<file path="src/rtl/shift_pkg.sv">
// rtl/shift_pkg.sv - op codes and helpers shared by the shift/rotate pipeline
package shift_pkg;

    localparam int OP_W = 3;

    typedef enum logic [OP_W-1:0] {
        OP_SHL = 3'd0,
        OP_SHR = 3'd1,
        OP_ASR = 3'd2,
        OP_ROL = 3'd3,
        OP_ROR = 3'd4
    } op_e;

    // Codes above OP_ROR are reserved and pass the operand through with err set.
    function automatic logic op_is_legal(input logic [OP_W-1:0] op);
        return op <= OP_ROR;
    endfunction

endpackage

</file>
<file path="src/rtl/shift_rotate_pipe_if.sv">
// rtl/shift_rotate_pipe_if.sv - operation/result handshake bundle for shift_rotate_pipe
interface shift_rotate_pipe_if #(
    parameter int WIDTH = 32,
    parameter int AMT_W = 32,
    parameter int TAG_W = 4
) ();
    import shift_pkg::*;

    logic             in_valid;
    logic             in_ready;
    logic [OP_W-1:0]  in_op;
    logic [WIDTH-1:0] in_data;
    logic [AMT_W-1:0] in_amt;
    logic [TAG_W-1:0] in_tag;

    logic             out_valid;
    logic             out_ready;
    logic [WIDTH-1:0] out_data;
    logic             out_carry;
    logic             out_zero;
    logic             out_err;
    logic [TAG_W-1:0] out_tag;

    modport master (
        output in_valid, in_op, in_data, in_amt, in_tag, out_ready,
        input  in_ready, out_valid, out_data, out_carry, out_zero, out_err, out_tag
    );

    modport slave (
        input  in_valid, in_op, in_data, in_amt, in_tag, out_ready,
        output in_ready, out_valid, out_data, out_carry, out_zero, out_err, out_tag
    );

endinterface

</file>
<file path="src/rtl/shift_stage.sv">
// rtl/shift_stage.sv - one conditional 2^STEP shift/rotate step plus its pipeline register
module shift_stage
    import shift_pkg::*;
#(
    parameter int WIDTH = 32,
    parameter int TAG_W = 4,
    parameter int STEP  = 0
) (
    input  logic                     clock,
    input  logic                     clear_n,
    input  logic                     en,
    input  logic                     in_valid,
    input  logic [OP_W-1:0]          in_op,
    input  logic [$clog2(WIDTH)-1:0] in_amt,
    input  logic [WIDTH-1:0]         in_data,
    input  logic [TAG_W-1:0]         in_tag,
    input  logic                     in_carry,
    input  logic                     in_err,
    output logic                     valid_q,
    output logic [OP_W-1:0]          op_q,
    output logic [$clog2(WIDTH)-1:0] amt_q,
    output logic [WIDTH-1:0]         data_q,
    output logic [TAG_W-1:0]         tag_q,
    output logic                     carry_q,
    output logic                     zero_q,
    output logic                     err_q
);

    localparam int S  = $clog2(WIDTH);
    localparam int SH = 1 << STEP;

    logic             valid_d;
    logic [OP_W-1:0]  op_d;
    logic [S-1:0]     amt_d;
    logic [WIDTH-1:0] data_d;
    logic [TAG_W-1:0] tag_d;
    logic             carry_d;
    logic             zero_d;
    logic             err_d;

    always_comb begin
        valid_d = in_valid;
        op_d    = in_op;
        amt_d   = in_amt;
        tag_d   = in_tag;
        err_d   = in_err;
        data_d  = in_data;
        if (in_amt[STEP]) begin
            case (in_op)
                OP_SHL:  data_d = in_data << SH;
                OP_SHR:  data_d = in_data >> SH;
                OP_ASR:  data_d = $signed(in_data) >>> SH;
                OP_ROL:  data_d = (in_data << SH) | (in_data >> (WIDTH - SH));
                OP_ROR:  data_d = (in_data >> SH) | (in_data << (WIDTH - SH));
                default: data_d = in_data;
            endcase
        end
        // Rotate carry tracks the partial result, so the last stage leaves the final bit.
        carry_d = in_carry;
        if (in_op == OP_ROL) begin
            carry_d = data_d[0];
        end else if (in_op == OP_ROR) begin
            carry_d = data_d[WIDTH-1];
        end
        zero_d = (data_d == '0);
    end

    always_ff @(posedge clock) begin
        if (!clear_n) begin
            valid_q <= 1'b0;
            op_q    <= '0;
            amt_q   <= '0;
            data_q  <= '0;
            tag_q   <= '0;
            carry_q <= 1'b0;
            zero_q  <= 1'b0;
            err_q   <= 1'b0;
        end else if (en) begin
            valid_q <= valid_d;
            op_q    <= op_d;
            amt_q   <= amt_d;
            data_q  <= data_d;
            tag_q   <= tag_d;
            carry_q <= carry_d;
            zero_q  <= zero_d;
            err_q   <= err_d;
        end
    end

endmodule

</file>
<file path="src/rtl/shift_rotate_pipe.sv">
// rtl/shift_rotate_pipe.sv - pipelined barrel shifter/rotator with carry/zero flags and valid/ready flow
module shift_rotate_pipe
    import shift_pkg::*;
#(
    parameter int WIDTH = 32,
    parameter int AMT_W = 32,
    parameter int TAG_W = 4
) (
    input  logic               clock,
    input  logic               clear_n,
    shift_rotate_pipe_if.slave bus
);

    localparam int S = $clog2(WIDTH);
    localparam logic [S-1:0] IDX_ONE = S'(1);

    logic             stall;
    logic             adv;

    logic [S-1:0]     amt_low;
    logic [S-1:0]     shl_idx;
    logic [S-1:0]     shr_idx;
    logic             amt_zero;
    logic             amt_oor;
    logic             amt_is_w;
    logic             amt_over;
    logic             op_legal;
    logic             op_shift;
    logic             sign;
    logic [WIDTH-1:0] s0_data;
    logic [S-1:0]     s0_amt;
    logic             s0_carry;
    logic             s0_err;

    logic             st_valid [0:S];
    logic [OP_W-1:0]  st_op    [0:S];
    logic [S-1:0]     st_amt   [0:S];
    logic [WIDTH-1:0] st_data  [0:S];
    logic [TAG_W-1:0] st_tag   [0:S];
    logic             st_carry [0:S];
    logic             st_err   [0:S];
    logic [S:1]       st_zero;
    logic             unused_bits;

    assign stall        = st_valid[S] && !bus.out_ready;
    assign adv          = !stall;
    assign bus.in_ready = !stall && clear_n;

    // Out-of-range shifts collapse to their fill value here and run the remaining stages
    // with a zero amount; the shifted-out carry bit is picked straight from the operand.
    always_comb begin
        amt_low  = bus.in_amt[S-1:0];
        amt_oor  = |(bus.in_amt >> S);
        amt_zero = (bus.in_amt == '0);
        amt_is_w = (bus.in_amt == AMT_W'(WIDTH));
        amt_over = amt_oor && !amt_is_w;
        shl_idx  = '0 - amt_low;
        shr_idx  = amt_low - IDX_ONE;
        sign     = bus.in_data[WIDTH-1];
        op_legal = op_is_legal(bus.in_op);
        op_shift = op_legal && (bus.in_op <= OP_ASR);

        s0_data  = bus.in_data;
        s0_amt   = amt_low;
        s0_carry = 1'b0;
        s0_err   = !op_legal;
        if (!op_legal) begin
            s0_amt = '0;
        end else if (op_shift) begin
            if (amt_oor) begin
                s0_amt  = '0;
                s0_data = (bus.in_op == OP_ASR) ? {WIDTH{sign}} : '0;
            end
            if (amt_zero) begin
                s0_carry = 1'b0;
            end else if (amt_over) begin
                s0_carry = (bus.in_op == OP_ASR) && sign;
            end else if (bus.in_op == OP_SHL) begin
                s0_carry = bus.in_data[shl_idx];
            end else begin
                s0_carry = bus.in_data[shr_idx];
            end
        end
    end

    assign st_valid[0] = bus.in_valid && bus.in_ready;
    assign st_op[0]    = bus.in_op;
    assign st_amt[0]   = s0_amt;
    assign st_data[0]  = s0_data;
    assign st_tag[0]   = bus.in_tag;
    assign st_carry[0] = s0_carry;
    assign st_err[0]   = s0_err;

    for (genvar k = 0; k < S; k++) begin : g_stage
        shift_stage #(
            .WIDTH (WIDTH),
            .TAG_W (TAG_W),
            .STEP  (k)
        ) u_stage (
            .clock    (clock),
            .clear_n  (clear_n),
            .en       (adv),
            .in_valid (st_valid[k]),
            .in_op    (st_op[k]),
            .in_amt   (st_amt[k]),
            .in_data  (st_data[k]),
            .in_tag   (st_tag[k]),
            .in_carry (st_carry[k]),
            .in_err   (st_err[k]),
            .valid_q  (st_valid[k+1]),
            .op_q     (st_op[k+1]),
            .amt_q    (st_amt[k+1]),
            .data_q   (st_data[k+1]),
            .tag_q    (st_tag[k+1]),
            .carry_q  (st_carry[k+1]),
            .zero_q   (st_zero[k+1]),
            .err_q    (st_err[k+1])
        );
    end

    assign bus.out_valid = st_valid[S];
    assign bus.out_data  = st_data[S];
    assign bus.out_carry = st_carry[S];
    assign bus.out_zero  = st_zero[S];
    assign bus.out_err   = st_err[S];
    assign bus.out_tag   = st_tag[S];

    // Only the final stage's zero flag is observable; op and amount stop at the output.
    assign unused_bits = ^{st_op[S], st_amt[S], st_zero[S-1:1]};

endmodule
</file>
<file path="src/flat_wrapper.sv">
// flat-port wrapper written by rule: the top's interface ports become plain ports
module shift_rotate_pipe_flat import shift_pkg::*;
#(
    parameter int WIDTH = 32,
    parameter int AMT_W = 32,
    parameter int TAG_W = 4
)
  (clock, clear_n, bus_in_valid, bus_in_op, bus_in_data, bus_in_amt, bus_in_tag, bus_out_ready, bus_in_ready, bus_out_valid, bus_out_data, bus_out_carry, bus_out_zero, bus_out_err, bus_out_tag);
  shift_rotate_pipe_if #(.WIDTH(WIDTH), .AMT_W(AMT_W), .TAG_W(TAG_W)) bus_i ();
  input  logic clock;
  input  logic clear_n;
  input wire logic [$bits(bus_i.in_valid)-1:0] bus_in_valid;
  input wire logic [$bits(bus_i.in_op)-1:0] bus_in_op;
  input wire logic [$bits(bus_i.in_data)-1:0] bus_in_data;
  input wire logic [$bits(bus_i.in_amt)-1:0] bus_in_amt;
  input wire logic [$bits(bus_i.in_tag)-1:0] bus_in_tag;
  input wire logic [$bits(bus_i.out_ready)-1:0] bus_out_ready;
  output wire logic [$bits(bus_i.in_ready)-1:0] bus_in_ready;
  output wire logic [$bits(bus_i.out_valid)-1:0] bus_out_valid;
  output wire logic [$bits(bus_i.out_data)-1:0] bus_out_data;
  output wire logic [$bits(bus_i.out_carry)-1:0] bus_out_carry;
  output wire logic [$bits(bus_i.out_zero)-1:0] bus_out_zero;
  output wire logic [$bits(bus_i.out_err)-1:0] bus_out_err;
  output wire logic [$bits(bus_i.out_tag)-1:0] bus_out_tag;
  assign bus_i.in_valid = bus_in_valid;
  assign bus_i.in_op = bus_in_op;
  assign bus_i.in_data = bus_in_data;
  assign bus_i.in_amt = bus_in_amt;
  assign bus_i.in_tag = bus_in_tag;
  assign bus_i.out_ready = bus_out_ready;
  assign bus_in_ready = bus_i.in_ready;
  assign bus_out_valid = bus_i.out_valid;
  assign bus_out_data = bus_i.out_data;
  assign bus_out_carry = bus_i.out_carry;
  assign bus_out_zero = bus_i.out_zero;
  assign bus_out_err = bus_i.out_err;
  assign bus_out_tag = bus_i.out_tag;
  shift_rotate_pipe #(.WIDTH(WIDTH), .AMT_W(AMT_W), .TAG_W(TAG_W)) u_core (.clock(clock), .clear_n(clear_n), .bus(bus_i));
endmodule
</file>
<file path="config.mk">
export PLATFORM = sky130hd
export DESIGN_NAME = shift_rotate_pipe_flat
export DESIGN_NICKNAME = d
export VERILOG_FILES = /design/src/rtl/shift_pkg.sv /design/src/rtl/shift_rotate_pipe_if.sv /design/src/rtl/shift_stage.sv /design/src/rtl/shift_rotate_pipe.sv /design/src/flat_wrapper.sv
export SDC_FILE = /design/constraint.sdc
export NUM_CORES = 1
export LEC_CHECK = 0
export CORE_ASPECT_RATIO = 1.1
export CORE_MARGIN = 5
export CORE_UTILIZATION = 58
export DETAILED_ROUTE_END_ITERATION = 6
export MAX_ROUTING_LAYER = met4
export PLACE_DENSITY = 0.78
export SETUP_SLACK_MARGIN = 0.15
export SLEW_MARGIN = 20
export SYNTH_ARGS = -nofsm -noshare
export SYNTH_HDL_FRONTEND = slang
export SYNTH_SLANG_ARGS = --single-unit
</file>
<file path="constraint.sdc">
create_clock -name clock -period 4.4 [get_ports clock]
set_input_delay 1.32 -clock clock [delete_from_list [all_inputs] [get_ports clock]]
set_output_delay 1.32 -clock clock [all_outputs]
set_load 0.005 [all_outputs]
</file>
==> impl_metrics.ini, run 1 <==
[run_status]
status = completed

[critical_path]
cpPeakStageDelay_ns = 0.53
crit_top_cell = clkdlybuf4s50_1
worstSetupStartpointType = input pin
criticalPathCategory = input pin to output pin
cp_cell_sequence = clkdlybuf4s50_1 > nand2b_4 > nand2_1 > inv_1 > clkdlybuf4s50_1
cp_top_family = buffers and inverters
required_ns = 3.08
arrival_ns = 2.78
path_buf_inv = 3
slowest_stage = clkdlybuf4s50_1
crit_path_end_kind = output pin
cp_max_fo = 2

[placement]
routabilityCongestion = 0.989
dpl_cell_area_um2 = 13600
hpwl_um = 23700
io_buffers = 115

[grt]
grt_max_degree = 152
grt_pass1_vias = 10930
grt.total_usage_pct = 27.9
antenna_found_initial = 0
grt_overflow = 0
grt_pass1_wl_um = 55300

[cells_and_area]
syn_to_final_growth_pct = 16.8
final_nets = 1673
antenna_cells = 0
seq_area_um2 = 4360
fin_util_pct = 68.2
fillers = 1830
fin_area_um2 = 14400
multi_input_area_um2 = 7450
drive_gt1_share_pct = 6.51

[logic_synthesis]
yosysSeqAreaShare_pct = 35.4
syn_area_per_cell_um2 = 7.87
ys_seq_elements = 218
synth_top_cell_by_area = dfxtp_1
async_flop_share_pct = 0
yosys_warnings = 0
synth_nets = 1645
yosys-top-cells-count = nand2_1, dfxtp_1, a21oi_1
yosysMostFrequentCell = nand2_1
netlist_area_um2 = 12300
syn_inst = 1569
synth_cell_types = 72
synth_area_leaders = dfxtp_1, nand2_1, a21boi_0
synth_edf_count = 0
synthFlopType = dfxtp_1
yosys.area.top_type_share_pct = 35.4

[sta]
max_freq_mhz = 244
worst_clock_skew_ns = 0.0110
fin_crit_sh_pct = 93.2
finalSetupTns_ns = 0
grt_setup_unrepaired = false
hold_violations = 0
relSlewSlack_pct = 28.4
worst_pin_slew_ns = 1.07
drv_slew = 0
finalSetupViolCount = 0
layout_min_cycle_time_ns = 4.10

[pwr]
ir_drop_v = 0.000253
p_total_mw = 4.91
p_leak_nw = 5.00
internal_power_mw = 3.62
clkPwrFrac_pct = 40.8
p_comb_share_pct = 14.5
cellPowerDensity_nw_per_um2 = 340
netSwitchingFraction_pct = 26.2
switchingPower_mw = 1.29
seq_power_share_pct = 44.7

[route]
viasPerCell = 6.21
drc = 0
ant_nets = 0
wirelength_um = 34100
drtPass1Iterations = 5
first_iter_violations = 1082
routedWlPerCell_um = 17.9
vias = 11833

[clock_network]
cts_resized = 0
cts_tree = done
cts_setup_buffers = 0
numCtsBuffers = 23
worst_skew_pair.late_latency_ns = 0.51
cts.path.max_buffers = 3
cts_root_buf = clkbuf_16
htree_num_levels = 1
holdBufCountCts = 0
clock_sinks = 218
clk_pin_slew_ns = 0.06

[die]
io_pins = 116
die_width_um = 149
die-area_um2 = 24300
core_um2 = 21200
num_rows = 56
initial_utilization_pct = 58.3
dieHeight_um = 163

[run]
cap_violations = 0

[min_path]
hp-class = register to register
==> worst paths after layout <==
| path | startpoint | cells past startpoint | slack [ns] | end |
|---|---|---|---|---|
| setup / recovery | bus_out_ready | 5 | 0.30 | bus_in_ready |
| hold / removal | u_core.g_stage[3].u_stage.err_q | 2 | 0.46 | u_core.g_stage[3].u_stage.err_q |
| setup reg to reg | u_core.g_stage[1].u_stage.op_q[1] | 7 | 1.66 | u_core.g_stage[2].u_stage.data_q[4] |
| hold reg to reg | u_core.g_stage[3].u_stage.err_q | 2 | 0.46 | u_core.g_stage[3].u_stage.err_q |
==> state kept, by name, indices dropped and copies added, names as in the netlist <==
register / count
u_core.g_stage.u_stage.valid_q: 5
u_core.g_stage.u_stage.op_q: 12
u_core.g_stage.u_stage.amt_q: 10
u_core.g_stage.u_stage.data_q: 160
u_core.g_stage.u_stage.err_q: 5
u_core.g_stage.u_stage.carry_q: 5
u_core.g_stage.u_stage.tag_q: 20
u_core.g_stage.u_stage.zero_q: 1
==> kinds of logic (layout without fill, tap and decap cells) <==
family / after synthesis / after routing / synth area share (%)
fa+ha+maj: 5 / 5 / 0.426
buf+inv: 152 / 197 / 4.95
xor+xnor: 5 / 5 / 0.416
mux: 63 / 63 / 6.93
flops: 218 / 218 / 35.4
compound gates: 571 / 571 / 31.9
simple gates: 555 / 555 / 20.0
==> cell type report <==
cell class	instances	share of cell area, %
multi-input cells	1199	51.6
flip-flops and latches	218	30.3
repair buffers	146	9.89
clock buffers	30	4.45
well taps	290	2.52
clock inverters	12	0.998
inverters	9	0.234
==> per-stage QoR <==
step | instances | setup slack [ns] | hold slack, ns
after global routing | 1904 | 0.227 | 0.480
after CTS | 1903 | 0.281 | 0.464
after global placement | 1861 | 0.294 | 0.448
after detailed placement | 1861 | 0.299 | 0.455
after floorplan | 1569 | 0.845 | 0.441
final | 1904 | 0.298 | 0.461
==> worst reg2reg max path, delay by kind of cell, from the launching register on <==
family | cells | cell delay (ns)
AOI/OAI and AO/OA | 3 | 1.26
and+or+nand+nor | 3 | 0.62
buffers and inverters | 1 | 0.33
DFF | 1 | 0.49
==> per-layer routing <==
layer | routed length [um] | up-vias | global-route usage, %
met4 | 1550 | 0 | 12.0
met2 | 16700 | 475 | 46.4
met5 | 0 | - | -
met3 | 2100 | 99 | 3.36
met1 | 13700 | 5492 | 34.4
li1 | - | 5767 | -
==> placed cells by master, fill, tap and decap left out, types with 43 or more instances in the layout <==
cell / n
nor2b_1: 70
nand2_1: 290
mux2i_1: 45
nor2_1: 114
o211ai_1: 55
a211oi_1: 66
a22oi_1: 55
clkdlybuf4s50_1: 114
o21ai_0: 43
dfxtp_1: 218
a21boi_0: 98
a21oi_1: 140
==> power by group through the flow <==
stage / clock network, mW / registers [mW] / logic, mW
CTS: 2.02 / 2.19 / 0.704
floorplan: 0 / 2.18 / 0.489
global route: 2.12 / 2.21 / 0.783
detailed placement: 0 / 2.23 / 0.700
finish: 2.00 / 2.19 / 0.712
global placement: 0 / 2.23 / 0.686
(Power assumes the default switching activity.)
==> inputs of run 2 (changes only) <==
--- a/config.mk
+++ b/config.mk
@@ -5,6 +5,7 @@
 export SDC_FILE = /design/constraint.sdc
 export NUM_CORES = 1
 export LEC_CHECK = 0
+export CAP_MARGIN = 10
 export CORE_ASPECT_RATIO = 1.1
 export CORE_MARGIN = 5
 export CORE_UTILIZATION = 58
==> results of run 2 <==
Same layout as run 1: the final DEF is identical, and so are final timing and power.
==> inputs of run 3 (changes only) <==
--- a/config.mk
+++ b/config.mk
@@ -5,13 +5,14 @@
 export SDC_FILE = /design/constraint.sdc
 export NUM_CORES = 1
 export LEC_CHECK = 0
+export ABC_AREA = 1
 export CAP_MARGIN = 10
 export CORE_ASPECT_RATIO = 1.1
-export CORE_MARGIN = 5
-export CORE_UTILIZATION = 58
+export CORE_MARGIN = 2
+export CORE_UTILIZATION = 57
 export DETAILED_ROUTE_END_ITERATION = 6
 export MAX_ROUTING_LAYER = met4
-export PLACE_DENSITY = 0.78
+export PLACE_DENSITY = 0.77
 export SETUP_SLACK_MARGIN = 0.15
 export SLEW_MARGIN = 20
 export SYNTH_ARGS = -nofsm -noshare
==> impl_metrics.ini, run 3 <==
[die]
dieHeight_um = 150
die-area_um2 = 20600
die_width_um = 137
num_rows = 53
io_pins = 116
core_um2 = 19100
initial_utilization_pct = 58.1

[placement]
dpl_worst_slack_ns = 0.432
io_buffers = 115
routabilityCongestion = 0.945
hpwl_um = 22600
placed_cells = 1829

[logic_synthesis]
syn_area_per_cell_um2 = 7.14
synth_top_cell_by_area = dfxtp_1
ys_seq_elements = 218
synth_compound_area_share_pct = 32.0
yosys.area.top_type_share_pct = 39.3
synth_area_leaders = dfxtp_1, o21ai_0, nand2_1
synth_edf_count = 0
yosysMostFrequentCell = nand2_1
yosysSeqAreaShare_pct = 39.3
synth_cell_types = 40
async_flop_share_pct = 0
synth_top_family_by_area = compound AO/OA/AOI/OAI gates
synth_xor_area_share_pct = 0.0789
synthFlopType = dfxtp_1
synth_mux_area_share_pct = 0
yosys_warnings = 0
yosys-top-cells-count = nand2_1, inv_1, o21ai_0
synthAdderAreaFrac_pct = 0.113
synth_nets = 1631
syn_inst = 1555
netlist_area_um2 = 11100
yosys.area_share.simple_pct = 15.9

[grt]
grt_overflow = 0
grt_pass1_wl_um = 51500
met3_usage_pct = 3.64
use_met2_pct = 51.8
grt.total_usage_pct = 31.5
grt_max_degree = 57
grt_pass1_vias = 10242
grt-busiest-layer = met2
antenna_found_initial = 0
use_met1_pct = 39.0

[run_status]
status = completed

[critical_path]
crit_path_end_kind = output pin
worstSetupStartpointType = input pin
cp_max_fo = 8
required_ns = 3.08
arrival_ns = 2.65
criticalPathCategory = input pin to output pin

[cells_and_area]
instances_no_fill = 1869
top_register = u_core.g_stage.u_stage.data_q
multi_input_area_um2 = 5350
layout_commonest_cell = nand2_1
layout_common_cells = nand2_1, inv_1, o21ai_0, dfxtp_1, o22ai_1
reg_top3 = u_core.g_stage.u_stage.data_q: 160 flops, u_core.g_stage.u_stage.tag_q: 20 flops, u_core.g_stage.u_stage.op_q: 12 flops
antenna_cells = 0
final_nets = 1683
drive_gt1_share_pct = 6.04
fillers = 1690
syn_to_final_growth_pct = 17.2
largest_reg_flops = 160
seq_area_um2 = 4360

[sta]
hold-worst-slack_ns = 0.456
finalSetupTns_ns = 0
worst_pin_slew_ns = 1.00
max_freq_mhz = 252
worst_clock_skew_ns = 0.0245
drv_slew = 0
fin_crit_sh_pct = 90.2
finalSetupViolCount = 0
grt_setup_unrepaired = false
layout_min_cycle_time_ns = 3.97
worst_slack_ns = 0.432
relSlewSlack_pct = 33.0
hold_violations = 0

[pwr]
cellPowerDensity_nw_per_um2 = 363
p_leak_nw = 4.78
ir_drop_v = 0.000323

[route]
first_iter_violations = 901
ant_nets = 0
drtPass1Iterations = 5
vias = 11141
routedWlPerCell_um = 16.9
viasPerCell = 5.96
drc = 0
wirelength_um = 31600

[clock_network]
clock_sinks = 218
clk_pin_slew_ns = 0.06
holdBufCountCts = 0
cts_tree = done
cts_resized = 0
cts.path.max_buffers = 3
worst_skew_pair.late_latency_ns = 0.51
numCtsBuffers = 23
htree_num_levels = 1
cts_root_buf = clkbuf_16
cts_setup_buffers = 0

[min_path]
hp-class = register to register

[run]
cap_violations = 0
run 3: area by class of cell:
cell class | count | area share, %
clock inverter | 7 | 0.539
timing repair buffer | 137 | 10.3
tap | 247 | 2.38
multi-input combinational | 983 | 41.1
sequential | 218 | 33.5
clock buffer | 33 | 5.02
inverter | 244 | 7.08
run 3: worst paths after layout:
check,slack [ns],startpoint,to,cells past startpoint
setup / recovery,0.43,clear_n,bus_in_ready,4
hold / removal,0.46,u_core.g_stage[4].u_stage.data_q[14],u_core.g_stage[4].u_stage.data_q[14],2
setup reg to reg,1.96,u_core.g_stage[1].u_stage.op_q[2],u_core.g_stage[2].u_stage.data_q[27],7
hold reg to reg,0.46,u_core.g_stage[4].u_stage.data_q[14],u_core.g_stage[4].u_stage.data_q[14],2
run 3: logic make-up after synthesis:
family	count (synthesis)
AO/OA/AOI/OAI	564
XOR/XNOR	1
adder cells (fa/ha/maj)	1
flip-flops	218
AND/OR/NAND/NOR	417
buffers and inverters	354
run 3: metrics by stage:
step / total power, mW / utilization, % / cell area [um^2]
floorplan: 2.62 / - / 11100
detailed placement: 2.88 / 64.3 / 12300
CTS: 4.72 / 68.1 / 13000
global route: 4.90 / 68.1 / 13000
finish: 4.72 / 68.1 / 13000
global placement: 2.86 / 64.3 / 12300
run 3: layer usage:
metal,up-vias,part of all wire [%]
li1,5538,-
met1,5115,42
met2,410,49
met3,78,4.9
met4,0,4.4
met5,-,0
run 3: report_power, final:
part | internal, mW | leakage (nW) | total (mW) | switching, mW
logic | 0.256 | 2.64 | 0.720 | 0.464
registers | 2.08 | 1.78 | 2.13 | 0.0517
clock network | 1.09 | 0.354 | 1.87 | 0.775
run 3: critical path, cell delays in order:
cell,delay [ns]
clkdlybuf4s50_1,0.53
inv_2,0.13
nor2_2,0.14
clkdlybuf4s50_1,0.51
